$ cat src/rtl/voice_allocator.sv
// Polyphonic voice allocator: turns key press/release edges into per-voice
// phase increment, gate and retrigger controls. Free voices are taken lowest
// index first; when all are gated the least-recently-assigned voice is stolen.
module voice_allocator #(
  parameter int unsigned NUM_VOICES = 4
) (
  input  logic                     clk_in,
  input  logic                     rst_in,
  input  logic [15:0]              keys_in,
  output logic [NUM_VOICES*24-1:0] voice_phase_inc_out,
  output logic [NUM_VOICES-1:0]    voice_gate_out,
  output logic [NUM_VOICES-1:0]    voice_trig_out,
  output logic [NUM_VOICES*4-1:0]  voice_key_out
);

  localparam int unsigned NUM_KEYS   = 16;
  localparam int unsigned PHASE_BITS = 24;
  localparam int unsigned RANK_BITS  = 3;

  typedef enum logic {StIdle, StServe} state_e;

  // Key index to oscillator phase increment, G5 down to E4.
  function automatic logic [PHASE_BITS-1:0] key_inc(input logic [3:0] key);
    logic [PHASE_BITS-1:0] inc;
    case (key)
      4'd0:    inc = 24'h010B9A;
      4'd1:    inc = 24'h00FC63;
      4'd2:    inc = 24'h00EE69;
      4'd3:    inc = 24'h00E107;
      4'd4:    inc = 24'h00D465;
      4'd5:    inc = 24'h00C87A;
      4'd6:    inc = 24'h00BD3A;
      4'd7:    inc = 24'h00B29A;
      4'd8:    inc = 24'h00A894;
      4'd9:    inc = 24'h009F1E;
      4'd10:   inc = 24'h009630;
      4'd11:   inc = 24'h008DC1;
      4'd12:   inc = 24'h0085CD;
      4'd13:   inc = 24'h007E4A;
      4'd14:   inc = 24'h007734;
      default: inc = 24'h007084;
    endcase
    return inc;
  endfunction

  state_e                  state_q;
  logic [NUM_KEYS-1:0]     keys_q;
  logic [NUM_KEYS-1:0]     press_pend_q, press_pend_d;
  logic [NUM_KEYS-1:0]     rel_pend_q, rel_pend_d;
  logic [NUM_VOICES-1:0]   gate_q;
  logic [NUM_VOICES-1:0]   trig_q;
  logic [3:0]              key_q  [NUM_VOICES];
  logic [PHASE_BITS-1:0]   inc_q  [NUM_VOICES];
  logic [RANK_BITS-1:0]    rank_q [NUM_VOICES];

  logic [NUM_KEYS-1:0]     rise, fall;
  logic [NUM_KEYS-1:0]     rel_oh, press_oh, ev_oh;
  logic [NUM_KEYS-1:0]     proc_rel, proc_press;
  logic [NUM_KEYS-1:0]     press_kept, rel_kept, drop;
  logic                    ev_valid, ev_rel;
  logic [3:0]              ev_key;
  logic [NUM_VOICES-1:0]   free, free_oh, steal_oh, sel_oh, rel_match;
  logic [RANK_BITS-1:0]    sel_rank;

  // Edge detection, event arbitration and voice selection.
  always_comb begin
    rise = keys_in & ~keys_q;
    fall = ~keys_in & keys_q;

    // Isolate lowest set bit of each pending mask.
    rel_oh   = rel_pend_q & (~rel_pend_q + 16'd1);
    press_oh = press_pend_q & (~press_pend_q + 16'd1);

    ev_valid = (state_q == StServe) && ((|rel_pend_q) || (|press_pend_q));
    ev_rel   = |rel_pend_q;
    ev_oh    = ev_rel ? rel_oh : press_oh;

    ev_key = '0;
    for (int i = 0; i < NUM_KEYS; i++) begin
      if (ev_oh[i]) ev_key = 4'(i);
    end

    proc_rel   = (ev_valid && ev_rel)  ? rel_oh   : '0;
    proc_press = (ev_valid && !ev_rel) ? press_oh : '0;

    // A release that arrives before its press was served cancels the note.
    press_kept   = press_pend_q & ~proc_press;
    rel_kept     = rel_pend_q & ~proc_rel;
    drop         = fall & press_kept;
    press_pend_d = (press_kept & ~drop) | rise;
    rel_pend_d   = rel_kept | (fall & ~drop);

    free    = ~gate_q;
    free_oh = free & (~free + 1'b1);

    steal_oh  = '0;
    rel_match = '0;
    for (int v = 0; v < NUM_VOICES; v++) begin
      if (rank_q[v] == RANK_BITS'(NUM_VOICES - 1)) steal_oh[v] = 1'b1;
      rel_match[v] = gate_q[v] && (key_q[v] == ev_key);
    end

    sel_oh = (|free) ? free_oh : steal_oh;

    sel_rank = '0;
    for (int v = 0; v < NUM_VOICES; v++) begin
      if (sel_oh[v]) sel_rank = rank_q[v];
    end
  end

  // Control FSM with all voice state and outputs registered.
  always_ff @(posedge clk_in) begin
    if (rst_in) begin
      state_q      <= StIdle;
      keys_q       <= '0;
      press_pend_q <= '0;
      rel_pend_q   <= '0;
      gate_q       <= '0;
      trig_q       <= '0;
      for (int v = 0; v < NUM_VOICES; v++) begin
        key_q[v]  <= '0;
        inc_q[v]  <= '0;
        rank_q[v] <= RANK_BITS'(v);
      end
    end else begin
      keys_q       <= keys_in;
      press_pend_q <= press_pend_d;
      rel_pend_q   <= rel_pend_d;
      trig_q       <= '0;
      state_q      <= ((|press_pend_d) || (|rel_pend_d)) ? StServe : StIdle;

      if (ev_valid) begin
        if (ev_rel) begin
          // Key and increment are kept so the envelope release can play out.
          gate_q <= gate_q & ~rel_match;
        end else begin
          gate_q <= gate_q | sel_oh;
          trig_q <= sel_oh;
          for (int v = 0; v < NUM_VOICES; v++) begin
            if (sel_oh[v]) begin
              key_q[v]  <= ev_key;
              inc_q[v]  <= key_inc(ev_key);
              rank_q[v] <= '0;
            end else if (rank_q[v] < sel_rank) begin
              rank_q[v] <= rank_q[v] + 1'b1;
            end
          end
        end
      end
    end
  end

  // Flatten per-voice registers onto the output buses.
  always_comb begin
    voice_phase_inc_out = '0;
    voice_key_out       = '0;
    for (int v = 0; v < NUM_VOICES; v++) begin
      voice_phase_inc_out[v*PHASE_BITS +: PHASE_BITS] = inc_q[v];
      voice_key_out[v*4 +: 4]                         = key_q[v];
    end
  end

  assign voice_gate_out = gate_q;
  assign voice_trig_out = trig_q;

endmodule

$ cat config.mk
export PLATFORM = sky130hd
export DESIGN_NAME = voice_allocator
export DESIGN_NICKNAME = d
export VERILOG_FILES = /design/src/rtl/voice_allocator.sv
export SDC_FILE = /design/constraint.sdc
export NUM_CORES = 1
export LEC_CHECK = 0
export ABC_AREA = 1
export BUFFER_PORTS_ARGS = -buffer_cell sky130_fd_sc_hd__buf_2
export CORE_ASPECT_RATIO = 1.25
export CORE_MARGIN = 2
export CORE_UTILIZATION = 35
export DETAILED_ROUTE_END_ITERATION = 10
export PLACE_DENSITY = 0.61
export SLEW_MARGIN = 0
export SYNTH_ARGS = -nofsm -noshare
export SYNTH_HDL_FRONTEND = slang
export SYNTH_SLANG_ARGS = --single-unit
$ cat constraint.sdc
create_clock -name clk_in -period 4.6 [get_ports clk_in]
set_input_delay 0.69 -clock clk_in [delete_from_list [all_inputs] [get_ports clk_in]]
set_output_delay 0.69 -clock clk_in [all_outputs]
set_load 0.005 [all_outputs]
# After elaboration in Yosys (flattened, before gate mapping)
# Memories as Yosys holds them, arrays and structs flattened.
# Cells that the tools add are included.
# word_totals
memories	7
mem_bits_rw	124
mem_bits_ro	1088
reg_bits	57
inputBits	18
# memory_table
name	depth	width	rd	rd_clocked_by_memory_dff	write_ports	line	rtl
(name not given)	16	17	1	0	0	25	case (key)
(name not given)	16	17	1	0	0	25	
(name not given)	16	17	1	0	0	25	
(name not given)	16	17	1	0	0	25	
inc_q	4	24	4	0	4	53	logic [PHASE_BITS-1:0] inc_q [NUM_VOICES];
key_q	4	4	4	0	4	52	logic [3:0] key_q [NUM_VOICES];
+1 memories	--	--	--	--	--	--	
# op_classes
eq_ne	8
bitwise	41
n_lt_le_gt_ge	4
addsub	7
mux	107
n_reduce_logical	16
# ops
operator	count
$mux 24	20
$and 16x16->16	9
$not 16->16	7
$mux 4	19
$reduce_or 16->1	4
$mux 1	52
$mux 16	3
$mux 3	12
$add 16x1->16 const B	2
$or 16x16->16	2
$reduce_or 18->1	1
$eq 4x4->1	4
$or 1x1->1	16
$add 3x1->3 const B	4
$eq 3x2->1 const B	4
$lt 3x3->1	4
$not 4->4	3
$and 4x4->4	2
$logic_and 1x1->1	7
$add 4x1->4 const B	1
$or 4x4->4	1
$reduce_or 4->1	1
$logic_or 1x1->1	2
$mux 2	1
2 further kinds	2

# Depth between registers and ports, before layout
# Gate-level depths: netlist of run 1.
# An unclocked memory read counts as a cell.
# depth
ltp_word	25
depth_mapped	21

# Worst setup path before layout of run 1
# Ideal clock, no wire load.
# synth_path
kind	flip-flop to flip-flop
from	register rel_pend_q[10]
to	memory rank_q[3][0], enable pin
arrival_ns	3.010
path_stages_with_launch	11
slack_ns	1.285
path_buffers	0
synth_period_minus_slack_ns	3.315
t_required_ns	4.295
setup_ns	0.305
path_cell_list	dfxtp_1 > nor2_1 > nand2_1 > nor2_4 > nand2_4 > nor2_1 > a21oi_2 > nand2_1 > o21ai_0 > inv_1 > nand2_1
# synth_rtl
item	line	rtl
start: declaration	49	logic [NUM_KEYS-1:0] rel_pend_q, rel_pend_d;
start signal: assignment	128	rel_pend_q <= rel_pend_d;
end: declaration	54	logic [RANK_BITS-1:0] rank_q [NUM_VOICES];

==> results.txt, run 1 <==
Critical Path Fanout Max: 22
final WL: 21.5 mm
Finished Core Util: 41.0%
Syn Inst Count: 1031
Initial Util: 35.5%
Fin Clk Skew: 0.0102 ns
sequential area share after synthesis: 49.3%
Nets: 1177
row count: 62
Lkg Pwr: 4.47 nW
number of antenna violations at the first check in global routing: 0
layout cells sized above 1: 15.7%
port bufs: 109
Power Density: 439 nW/um2
Final Hold Fails: 0
Die Ht: 175 um
Avg Inst Size Synth: 7.91 um2
RSZ-0062 raised after global routing: no
Synth-to-Final Area Change: 15.6%
Setup-failing EPs final: 0
Slew @ Worst Pin: 1.05 ns
sequential power share: 38.6%
core area: 23000 um2
via count: 6708
Num CTS Buffers: 17
Tcrit/Tclk final: 81.0%
Resized cells post-CTS: 0
CP Launch Type: flop
CTS sink cnt: 153
Initial DRT Pass Iterations: 6
top cell type's share of synthesized area: 35.3%
clk root buf: clkbuf_16
first-pass GRT wire length: 34.1 mm
top post-synthesis cells by area: edfxtp_1 (35%), dfxtp_1 (14%), nor2_1 (12%), nand2_1 (8.5%), inv_1 (7.1%)
Synth area leader: edfxtp_1
Gate power share: 28.4%
DP HPWL: 15.9 mm
Slew Limit Fails: 0
maximum clock rate: 268 MHz
clock share of power: 33.0%
Synthesis Warnings: 0
min Tclk post-route: 3.73 ns
Die ar.: 24500 um2
Max Buffers Root-to-Sink: 2
netlist area before placement: 8160 um2
GP Congestion: 0.885
#FFs+latches synth: 153
CP Capture Type: flop
routed len/inst: 14.9 um
largest net degree at the start of global routing: 50
Sw Pwr: 1.50 mW
Antenna Nets Post-Route: 0
Clock Pin Slew Worst Setup and Hold Paths: 0.07 ns
H-tree depth: 4
GRT Residual Overflow: 0
die width: 141 um
switching portion of total power: 36.2%
# IOs: 138
Critical Setup Path Class: flop to flop
number of library cell types mapped by synthesis: 49
# DRC: 0
max cap viols: 0
data required time of the worst path: 4.74 ns
CTS tree: done
setup TNS: 0 ns
vias in the first global route: 6470
peak supply drop: 0.318 mV
outcome: finished clean
ANT cells: 0
EDFF count, synth: 96
asr flop ratio synth: 0%
clk_lat worst skew: 0.43 ns
Detailed Route Iter0 Violations: 449
WP data arrival: 3.87 ns
HP Class: input port to flop
Top FF cell, synth: edfxtp_1
Vias per Instance: 4.66
Pint: 2.64 mW
post-CTS setup buffer count: 0
Tot GR Track Use: 17.8%
reg2reg setup slack: 0.87 ns
Hold Buf Count CTS: 0
Slew Limit Headroom: 29.9%
area by class of cell:
class | instances | area (um2)
fillers | 2411 | 13500
flip-flops and latches | 153 | 4020
multi-input cells | 692 | 3290
inverters | 160 | 604
repair buffers | 113 | 576
clock buffers | 17 | 425
well taps | 288 | 360
clock inverters | 15 | 141
flip-flops by register name, summed over array words and instances, names as in the netlist:
| name | count |
|---|---|
| inc_q | 68 |
| rank_q | 12 |
| rel_pend_q | 16 |
| voice_trig_out | 4 |
| keys_q | 16 |
| press_pend_q | 16 |
| voice_gate_out | 4 |
| state_q | 1 |
| key_q | 16 |
logic make-up (layout without fill, tap and decap cells):
| logic type | after synthesis | in the layout | synth area share (%) |
|---|---|---|---|
| compound gates | 104 | 104 | 7.95 |
| xor+xnor | 5 | 5 | 0.537 |
| fa+ha+maj | 22 | 22 | 3.38 |
| buf+inv | 213 | 305 | 11.6 |
| flops | 153 | 153 | 49.3 |
| other cells | 1 | 28 | 0.0460 |
| simple gates | 533 | 533 | 27.2 |
per-layer routing:
metal	wire [um]	part of all wire [%]	up-vias	track usage (%)
met5	0	0	-	0
li1	-	-	3453	-
met1	9140	43	3013	21.2
met4	589	2.7	0	7.12
met2	10600	50	205	31.9
met3	1100	5.1	37	3.15
synth_stat cells (4+ instances only):
cell type	n
a2111oi_0	4
a21oi_1	31
buf_2	7
buf_4	30
clkbuf_1	11
dfxtp_1	57
edfxtp_1	96
ha_1	22
inv_1	154
nand2_1	185
nand2_2	5
nand3_1	41
nand4_1	17
nor2_1	254
nor2_2	6
nor3_1	14
o21ai_0	32
o21ai_1	10
per-stage QoR:
stage	hold WS, ns	total power, mW	area (um2)	worst slack [ns]	cells
after global placement	0.514	2.80	8860	0.997	1406
after global routing	0.485	4.38	9420	0.551	1438
after CTS	0.475	4.17	9420	0.903	1438
final	0.485	4.14	9420	0.873	1438
after floorplan	0.480	2.51	8260	1.28	1058
after detailed placement	0.524	2.81	8860	0.923	1406
worst paths after layout:
path                                  start                    endpoint  depth (start not counted)
setup / recovery  rel_pend_q[10]$_SDFF_PP0_  inc_q[0][15]$_SDFFCE_PN0P_                         16
hold / removal                  keys_in[15]       keys_q[15]$_SDFF_PP0_                          3
setup reg to reg  rel_pend_q[10]$_SDFF_PP0_  inc_q[0][15]$_SDFFCE_PN0P_                         16
hold reg to reg        keys_q[6]$_SDFF_PP0_  press_pend_q[6]$_SDFF_PP0_                          3
cell usage in the layout, fill, tap and decap left out, types with 3 or more instances in the layout:
cell type / n
xor2_1: 3
inv_1: 154
nand4_1: 17
nor2_4: 3
nand3_1: 41
nor2_2: 6
buf_4: 4
clkinv_1: 3
o21ai_1: 10
a2111oi_0: 4
edfxtp_1: 96
conb_1: 28
nand2_1: 185
a21oi_1: 31
buf_2: 109
clkinvlp_4: 4
inv_8: 3
inv_2: 3
nor2_1: 254
o22ai_1: 3
nor3_1: 14
nand2_4: 3
a22oi_1: 3
o21ai_0: 31
dfxtp_1: 57
o21ai_2: 4
ha_1: 22
inv_6: 3
clkbuf_16: 17
nand2_2: 5
o211ai_1: 3
worst max-delay path, cell delays in order, from the launching register on:
cell and delay [ns]:
dfxtp_1 0.39, nor2_1 0.07, nand2_1 0.18, nor2_4 0.08, nand2_4 0.20, clkinv_2 0.35, nand2_1 0.17, nand2_1 0.08
nand4_1 0.11, nor2_1 0.06, nand3_1 0.36, clkinv_1 0.41, ha_1 0.33, nor2_1 0.14, inv_1 0.08, a21oi_1 0.31
nor2_1 0.10
power groups by stage:
stage          clock (mW)  sequential [mW]  combinational (mW)
2_1_floorplan           0             1.62               0.897
3_3_place_gp            0             1.63                1.17
3_5_place_dp            0             1.63                1.18
4_1_cts              1.39             1.60                1.18
5_1_grt              1.45             1.61                1.32
6_report             1.37             1.60                1.18
Power figures use the tool's default switching activity.
==> run 2: changes to the inputs <==
==> constraint.sdc (replaced) <==
create_clock -name clk_in -period 3.85 [get_ports clk_in]
set_input_delay 0.5775 -clock clk_in [delete_from_list [all_inputs] [get_ports clk_in]]
set_output_delay 0.5775 -clock clk_in [all_outputs]
set_load 0.005 [all_outputs]
==> run 2 against run 1 <==
Against the previous run:
- non-clock buffer count grew 10
- setup slack worse by 0.43 ns
- fmax grew 9.4%
- count of clock-buffer cells in the layout up 1
- critical path depth grew 1
- clock skew is 0.0020 ns lower
- core utilization is 0.53 points higher
- worst hold slack got worse by 0.11 ns
- sequential share of layout area shrank 0.55 points
- clock power grew 22%
- largest power group unchanged
==> results.txt, run 2 (synthesis results as in run 1) <==
Largest stage delay, worst path: 0.34 ns (-0.07 ns)
peak supply drop: 0.342 mV (+7.3%)
GP Congestion: 0.899 (+1.6%)
min Tclk post-route: 3.41 ns (-0.320 ns)
post-layout instance count excluding filler cells: 1448 (+0.70%)
Slew @ Worst Pin: 0.545 ns (-0.503 ns)
fill count: 2324 (-3.6%)
via count: 6815 (+1.6%)
final WL: 21.2 mm (-1.4%)
setup TNS: 0 ns (unchanged)
Num CTS Buffers: 17 (unchanged)
Synth-to-Final Area Change: 17.1%
Tcrit/Tclk final: 88.5% (+7.5 points)
hold path cells: 3 (unchanged)
port bufs: 109 (unchanged)
GRT Residual Overflow: 0 (unchanged)
Max Buffers Root-to-Sink: 2 (unchanged)
CTS sink cnt: 153 (unchanged)
Initial Util: 35.5% (unchanged)
row count: 62 (unchanged)
Tot GR Track Use: 17.2% (-0.61 points)
RR Endpoint: inc_q[0][3]$_SDFFCE_PN0P_
hold path startpoint: keys_in[9]
CP Launch Type: flop
number of antenna violations at the first check in global routing: 0 (unchanged)
H-tree depth: 4 (unchanged)
layout cells sized above 1: 16.6% (+0.99 points)
HP Class: input port to flop
worst r2r src: rel_pend_q[4]$_SDFF_PP0_
die width: 141 um (unchanged)
Hold Buf Count CTS: 0 (unchanged)
RSZ-0062 raised after global routing: no
leading cell type in the layout, fill and taps excluded: nor2_1
Worst Reg-to-Reg Cells: 17 (+1)
Fin Clk Skew: 0.00824 ns (-0.00199 ns)
# IOs: 138 (unchanged)
WP data arrival: 3.57 ns (-0.30 ns)
max cap viols: 0 (unchanged)
Slew Limit Fails: 0 (unchanged)
clk_lat worst skew: 0.42 ns (about the same)
Vias per Instance: 4.71 (+0.89%)
Critical Path Fanout Max: 22 (unchanged)
most frequent cells in the layout: nor2_1 (254), nand2_1 (185), inv_1 (154)
Worst path most repeated cell: nand2_1
Critical Setup Path Class: flop to flop
Placed Cells: 1416 (+0.71%)
Slew Limit Headroom: 63.7% (+34 points)
reg2reg setup slack: 0.44 ns (-0.43 ns)
Buf/Inv on CP: 3 (unchanged)
Critical Path Slowest Stage Cell: dfxtp_1
first-pass GRT wire length: 33.3 mm (-2.2%)
ANT cells: 0 (unchanged)
# DRC: 0 (unchanged)
Detailed Route Iter0 Violations: 424 (-5.6%)
Power Density: 524 nW/um2 (+19%)
Die Ht: 175 um (unchanged)
clk root buf: clkbuf_16
Clock Pin Slew Worst Setup and Hold Paths: 0.07 ns (about the same)
routed len/inst: 14.6 um (-2.1%)
Final Hold Fails: 0 (unchanged)
Top delay family on crit path: simple AND/OR/NAND/NOR gates
max reg flops: 68 (unchanged)
outcome: finished clean
WHS Endpoint: keys_q[9]$_SDFF_PP0_
core area: 23000 um2 (unchanged)
Reg area: 4020 um2 (unchanged)
most flop-heavy register: inc_q
Critical Path, Cell by Cell: nor2_1 > nand2_1 > nor2_4 > nand2_4 > clkinv_2 > nand2_1 > nand2_1 > nand2_1 > nor2_1 > nand3_2 > inv_1 > ha_1 > nor2_1 > inv_1 > nand2_1 > o32ai_2 > nor2_1
Setup-failing EPs final: 0 (unchanged)
Multi-input gate area: 3300 um2 (+0.15%)
DP HPWL: 15.8 mm (-0.41%)
data required time of the worst path: 4.01 ns (-0.73 ns)
maximum clock rate: 293 MHz (+9.4%)
Antenna Nets Post-Route: 0 (unchanged)
Initial DRT Pass Iterations: 7 (+1)
Die ar.: 24500 um2 (unchanged)
CP Capture Type: flop
vias in the first global route: 6649 (+2.8%)
Nets: 1187 (+0.85%)
CTS tree: done
Lkg Pwr: 4.54 nW (+1.4%)
Worst path depth: 17 (+1)
largest net degree at the start of global routing: 50 (unchanged)
==> run 2: cell types whose count changed in the layout (fill, tap and decap cells not counted) <==
cell | before | now
clkbuf_1 | 0 | 1
clkinv_1 | 3 | 0
nand3_1 | 41 | 40
buf_12 | 0 | 1
buf_4 | 4 | 13
clkinvlp_4 | 4 | 3
clkinv_4 | 1 | 3
clkinv_2 | 2 | 1
clkinv_8 | 0 | 2
nand3_2 | 1 | 2
==> run 2: per-layer routing <==
metal	vias to the layer above	GRT usage [%]	share of wire, %
met2	233	30.8	49
met1	3074	20.3	42
met4	0	6.67	2.8
met5	-	0	0
met3	39	3.45	5.5
li1	3469	-	-
==> run 2: repair_timing <==
item / CTS / global route
resized for setup: 0 / 2
setup endpoints to repair: 0 / 24
buffers inserted: 0 / 0
==> run 2: final cells by class <==
| cell class | instances | share of cell area (%) |
|---|---|---|
| clock buffers | 18 | 4.50 |
| clock inverters | 14 | 1.72 |
| inverters | 160 | 6.37 |
| multi-input cells | 692 | 34.5 |
| flip-flops and latches | 153 | 42.1 |
| well taps | 288 | 3.77 |
| repair buffers | 123 | 6.95 |
==> run 2: metrics by stage <==
stage	setup WS (ns)	power, mW	hold WS [ns]	area, um2	util [%]
after floorplan	0.535	3.00	0.480	8260	-
after global placement	0.471	3.36	0.515	8940	39.0
after global routing	0.0382	5.27	0.367	9550	41.6
after detailed placement	0.312	3.36	0.523	8940	39.0
final	0.443	5.00	0.377	9550	41.6
after CTS	0.300	5.04	0.363	9540	41.5
==> run 2: how the worst max path moves through the flow <==
stage                                    from                          to  slack [ns]
CTS                  rel_pend_q[4]$_SDFF_PP0_   inc_q[0][3]$_SDFFCE_PN0P_        0.30
detailed placement   rel_pend_q[4]$_SDFF_PP0_   inc_q[0][3]$_SDFFCE_PN0P_        0.31
finish               rel_pend_q[4]$_SDFF_PP0_   inc_q[0][3]$_SDFFCE_PN0P_        0.44
global placement    rel_pend_q[10]$_SDFF_PP0_  inc_q[1][15]$_SDFFCE_PN0P_        0.47
floorplan           rel_pend_q[10]$_SDFF_PP0_      rank_q[3][0]$_DFFE_PP_        0.53
global route         rel_pend_q[4]$_SDFF_PP0_   inc_q[0][3]$_SDFFCE_PN0P_        0.04
==> run 2: worst min-delay path: cells and delay by family <==
kind                   cells  cell delay [ns]
buffers and inverters      2             0.11
and+or+nand+nor            1             0.07
==> run 2: power by group <==
group / total [mW] / leakage [nW] / internal [mW] / switching (mW)
Clock: 1.67 / 0.283 / 0.922 / 0.745
Combinational: 1.43 / 2.80 / 0.421 / 1.01
Sequential: 1.90 / 1.45 / 1.84 / 0.0608
Total: 5.00 / 4.54 / 3.19 / 1.81
==> run 3: changes to the inputs <==
--- a/config.mk
+++ b/config.mk
@@ -9,9 +9,9 @@
 export BUFFER_PORTS_ARGS = -buffer_cell sky130_fd_sc_hd__buf_2
 export CORE_ASPECT_RATIO = 1.25
 export CORE_MARGIN = 2
-export CORE_UTILIZATION = 35
+export CORE_UTILIZATION = 57
 export DETAILED_ROUTE_END_ITERATION = 10
-export PLACE_DENSITY = 0.61
+export PLACE_DENSITY = 0.88
 export SLEW_MARGIN = 0
 export SYNTH_ARGS = -nofsm -noshare
 export SYNTH_HDL_FRONTEND = slang
==> run 3 against run 2 <==
Against the previous run:
- critical endpoint is now inc_q[0][1]$_SDFFCE_PN0P_
- critical path type unchanged
- power up 1.2%
- combinational power about the same
- worst hold slack worse by 0.0054 ns
- die area down 38%
- highest routed layer unchanged
==> results.txt, run 3 (synthesis results as in run 1) <==
outcome: finished clean
Sw Pwr: 1.78 mW (-2.0%)
Top delay family on crit path: simple AND/OR/NAND/NOR gates
reg2reg setup slack: 0.48 ns (+0.04 ns)
post-CTS setup buffer count: 0 (unchanged)
Critical Path, Cell by Cell: nor2_1 > nand2_1 > nor2_4 > nand2_4 > clkinv_2 > nand2_1 > nand2_1 > nand2_1 > nor2_1 > nand3_4 > inv_1 > ha_1 > nor2_1 > inv_1 > nand2_1 > o22ai_2 > nor2_1
Tot GR Track Use: 27.7% (+11 points)
Antenna Nets Post-Route: 0 (unchanged)
hold path startpoint: keys_in[4]
Post-DP Area: 8780 um2 (-1.9%)
sequential power share: 37.7% (-0.4 points)
Critical Setup Path Class: flop to flop
Worst path most repeated cell: nand2_1
Initial Util: 58.8% (+23 points)
# IOs: 138 (unchanged)
vias in the first global route: 6842 (+2.9%)
Reg area: 4020 um2 (unchanged)
Slew Limit Headroom: 48.8% (-15 points)
Pint: 3.28 mW (+3.0%)
leading cell type in the layout, fill and taps excluded: nor2_1
WP data arrival: 3.51 ns (-0.06 ns)
Power Density: 539 nW/um2 (+3.0%)
switching portion of total power: 35.1% (-1.2 points)
row count: 48 (-23%)
post-layout instance count excluding filler cells: 1332 (-8.0%)
Initial DRT Pass Iterations: 5 (-2)
max cap viols: 0 (unchanged)
layout cells sized above 1: 16.2% (-0.48 points)
Die Ht: 138 um (-21%)
Worst Reg-to-Reg Cells: 17 (unchanged)
Multi-input gate area: 3300 um2 (about the same)
max reg flops: 68 (unchanged)
min Tclk post-route: 3.37 ns (-0.0416 ns)
Placed Cells: 1301 (-8.1%)
CP Launch Type: flop
Lkg Pwr: 4.53 nW (-0.20%)
Final Hold Fails: 0 (unchanged)
Fin Clk Skew: 0.0120 ns (+0.00378 ns)
most flop-heavy register: inc_q
Vias per Instance: 5.28 (+12%)
RR Endpoint: inc_q[0][1]$_SDFFCE_PN0P_
hold_ws: 0.372 ns (-0.00543 ns)
maximum clock rate: 297 MHz (+1.2%)
data required time of the worst path: 4.00 ns (about the same)
most frequent cells in the layout: nor2_1 (254), nand2_1 (185), inv_1 (154)
clk_lat worst skew: 0.44 ns (+0.02 ns)
hold path cells: 3 (unchanged)
clock share of power: 33.7% (+0.4 points)
Die ar.: 15300 um2 (-38%)
# DRC: 0 (unchanged)
via count: 7039 (+3.3%)
Synth-to-Final Area Change: 15.1%
number of antenna violations at the first check in global routing: 0 (unchanged)
core area: 13900 um2 (-40%)
CP Capture Type: flop
Critical Path Fanout Max: 22 (unchanged)
GRT Residual Overflow: 0 (unchanged)
Clock Pin Slew Worst Setup and Hold Paths: 0.06 ns (about the same)
fin area: 9380 um2 (-1.7%)
RSZ-0062 raised after global routing: no
pre-CTS WS: 0.468 ns (+0.157 ns)
Buf/Inv on CP: 3 (unchanged)
HP Class: input port to flop
port bufs: 109 (unchanged)
clk root buf: clkbuf_16
Tcrit/Tclk final: 87.4% (-1.1 points)
first-pass GRT wire length: 33.0 mm (-0.91%)
Num CTS Buffers: 17 (unchanged)
fill count: 1117 (-52%)
largest net degree at the start of global routing: 50 (unchanged)
Gate power share: 28.6% (about the same)
routed len/inst: 15.5 um (+5.9%)
setup TNS: 0 ns (unchanged)
Slew @ Worst Pin: 0.768 ns (+0.223 ns)
die width: 111 um (-21%)
GP Congestion: 0.960 (+6.8%)
final WL: 20.6 mm (-2.6%)
Slew Limit Fails: 0 (unchanged)
CTS sink cnt: 153 (unchanged)
ANT cells: 0 (unchanged)
CTS tree: done
H-tree depth: 4 (unchanged)
DP HPWL: 15.2 mm (-4.3%)
peak supply drop: 0.419 mV (+23%)
Setup-failing EPs final: 0 (unchanged)
Nets: 1185 (-0.17%)
worst r2r src: rel_pend_q[14]$_SDFF_PP0_
Largest stage delay, worst path: 0.33 ns (about the same)
Detailed Route Iter0 Violations: 535 (+26%)
post-route setup slack: 0.484 ns (+0.0416 ns)
Critical Path Slowest Stage Cell: dfxtp_1
Max Buffers Root-to-Sink: 2 (unchanged)
Hold Buf Count CTS: 0 (unchanged)
WHS Endpoint: keys_q[4]$_SDFF_PP0_
==> run 3: worst register-to-register path, stage by stage, from the launching register on <==
cell      delay (ns)
dfxtp_1         0.33
nor2_1          0.21
nand2_1         0.13
nor2_4          0.14
nand2_4         0.15
clkinv_2        0.28
nand2_1         0.09
nand2_1         0.08
nand2_1         0.10
nor2_1          0.24
nand3_4         0.23
inv_1           0.25
ha_1            0.25
nor2_1          0.08
inv_1           0.10
nand2_1         0.11
o22ai_2         0.24
nor2_1          0.09
==> run 3: through the flow <==
stage | utilization, % | power [mW]
global route | 67.6 | 5.30
CTS | 67.6 | 5.04
detailed placement | 63.3 | 3.35
global placement | 63.3 | 3.31
floorplan | - | 3.00
finish | 67.6 | 5.06
==> run 3: worst max-delay path by stage <==
stage	start	end	slack (ns)	depth (start not counted)
after floorplan	rel_pend_q[10]$_SDFF_PP0_	rank_q[3][0]$_DFFE_PP_	0.53	10
after global placement	rel_pend_q[8]$_SDFF_PP0_	inc_q[1][14]$_SDFFCE_PN0P_	0.61	15
after detailed placement	rel_pend_q[14]$_SDFF_PP0_	inc_q[2][14]$_SDFFCE_PN0P_	0.47	15
after CTS	rel_pend_q[14]$_SDFF_PP0_	inc_q[0][1]$_SDFFCE_PN0P_	0.44	17
after global routing	rel_pend_q[0]$_SDFF_PP0_	inc_q[0][1]$_SDFFCE_PN0P_	0.07	17
final	rel_pend_q[14]$_SDFF_PP0_	inc_q[0][1]$_SDFFCE_PN0P_	0.48	17
==> run 3: layer usage <==
layer	vias up	wire [um]	track usage, %
met5	-	0	0
met4	0	962	16.7
met3	71	1510	5.06
met2	336	10700	50.9
met1	3172	7420	29.9
li1	3460	-	-
==> run 3: what timing repair did <==
action,CTS,global route
setup endpoints to repair,0,3
resized for setup,0,1
endpoints found under the hold margin,0,0
==> run 3: final cells by class <==
type | instances | share of cell area [%]
clock buffers | 17 | 4.53
repair buffers | 121 | 6.77
multi-input cells | 692 | 35.2
inverters | 160 | 6.44
well taps | 175 | 2.33
clock inverters | 14 | 1.85
flip-flops and latches | 153 | 42.9
==> run 3: power by group through the flow <==
stage                     clock (mW)  combinational [mW]  sequential [mW]
after floorplan                    0                1.07             1.93
after global placement             0                1.37             1.94
after detailed placement           0                1.41             1.94
after CTS                       1.72                1.42             1.90
after global routing            1.79                1.60             1.92
final                           1.71                1.45             1.91
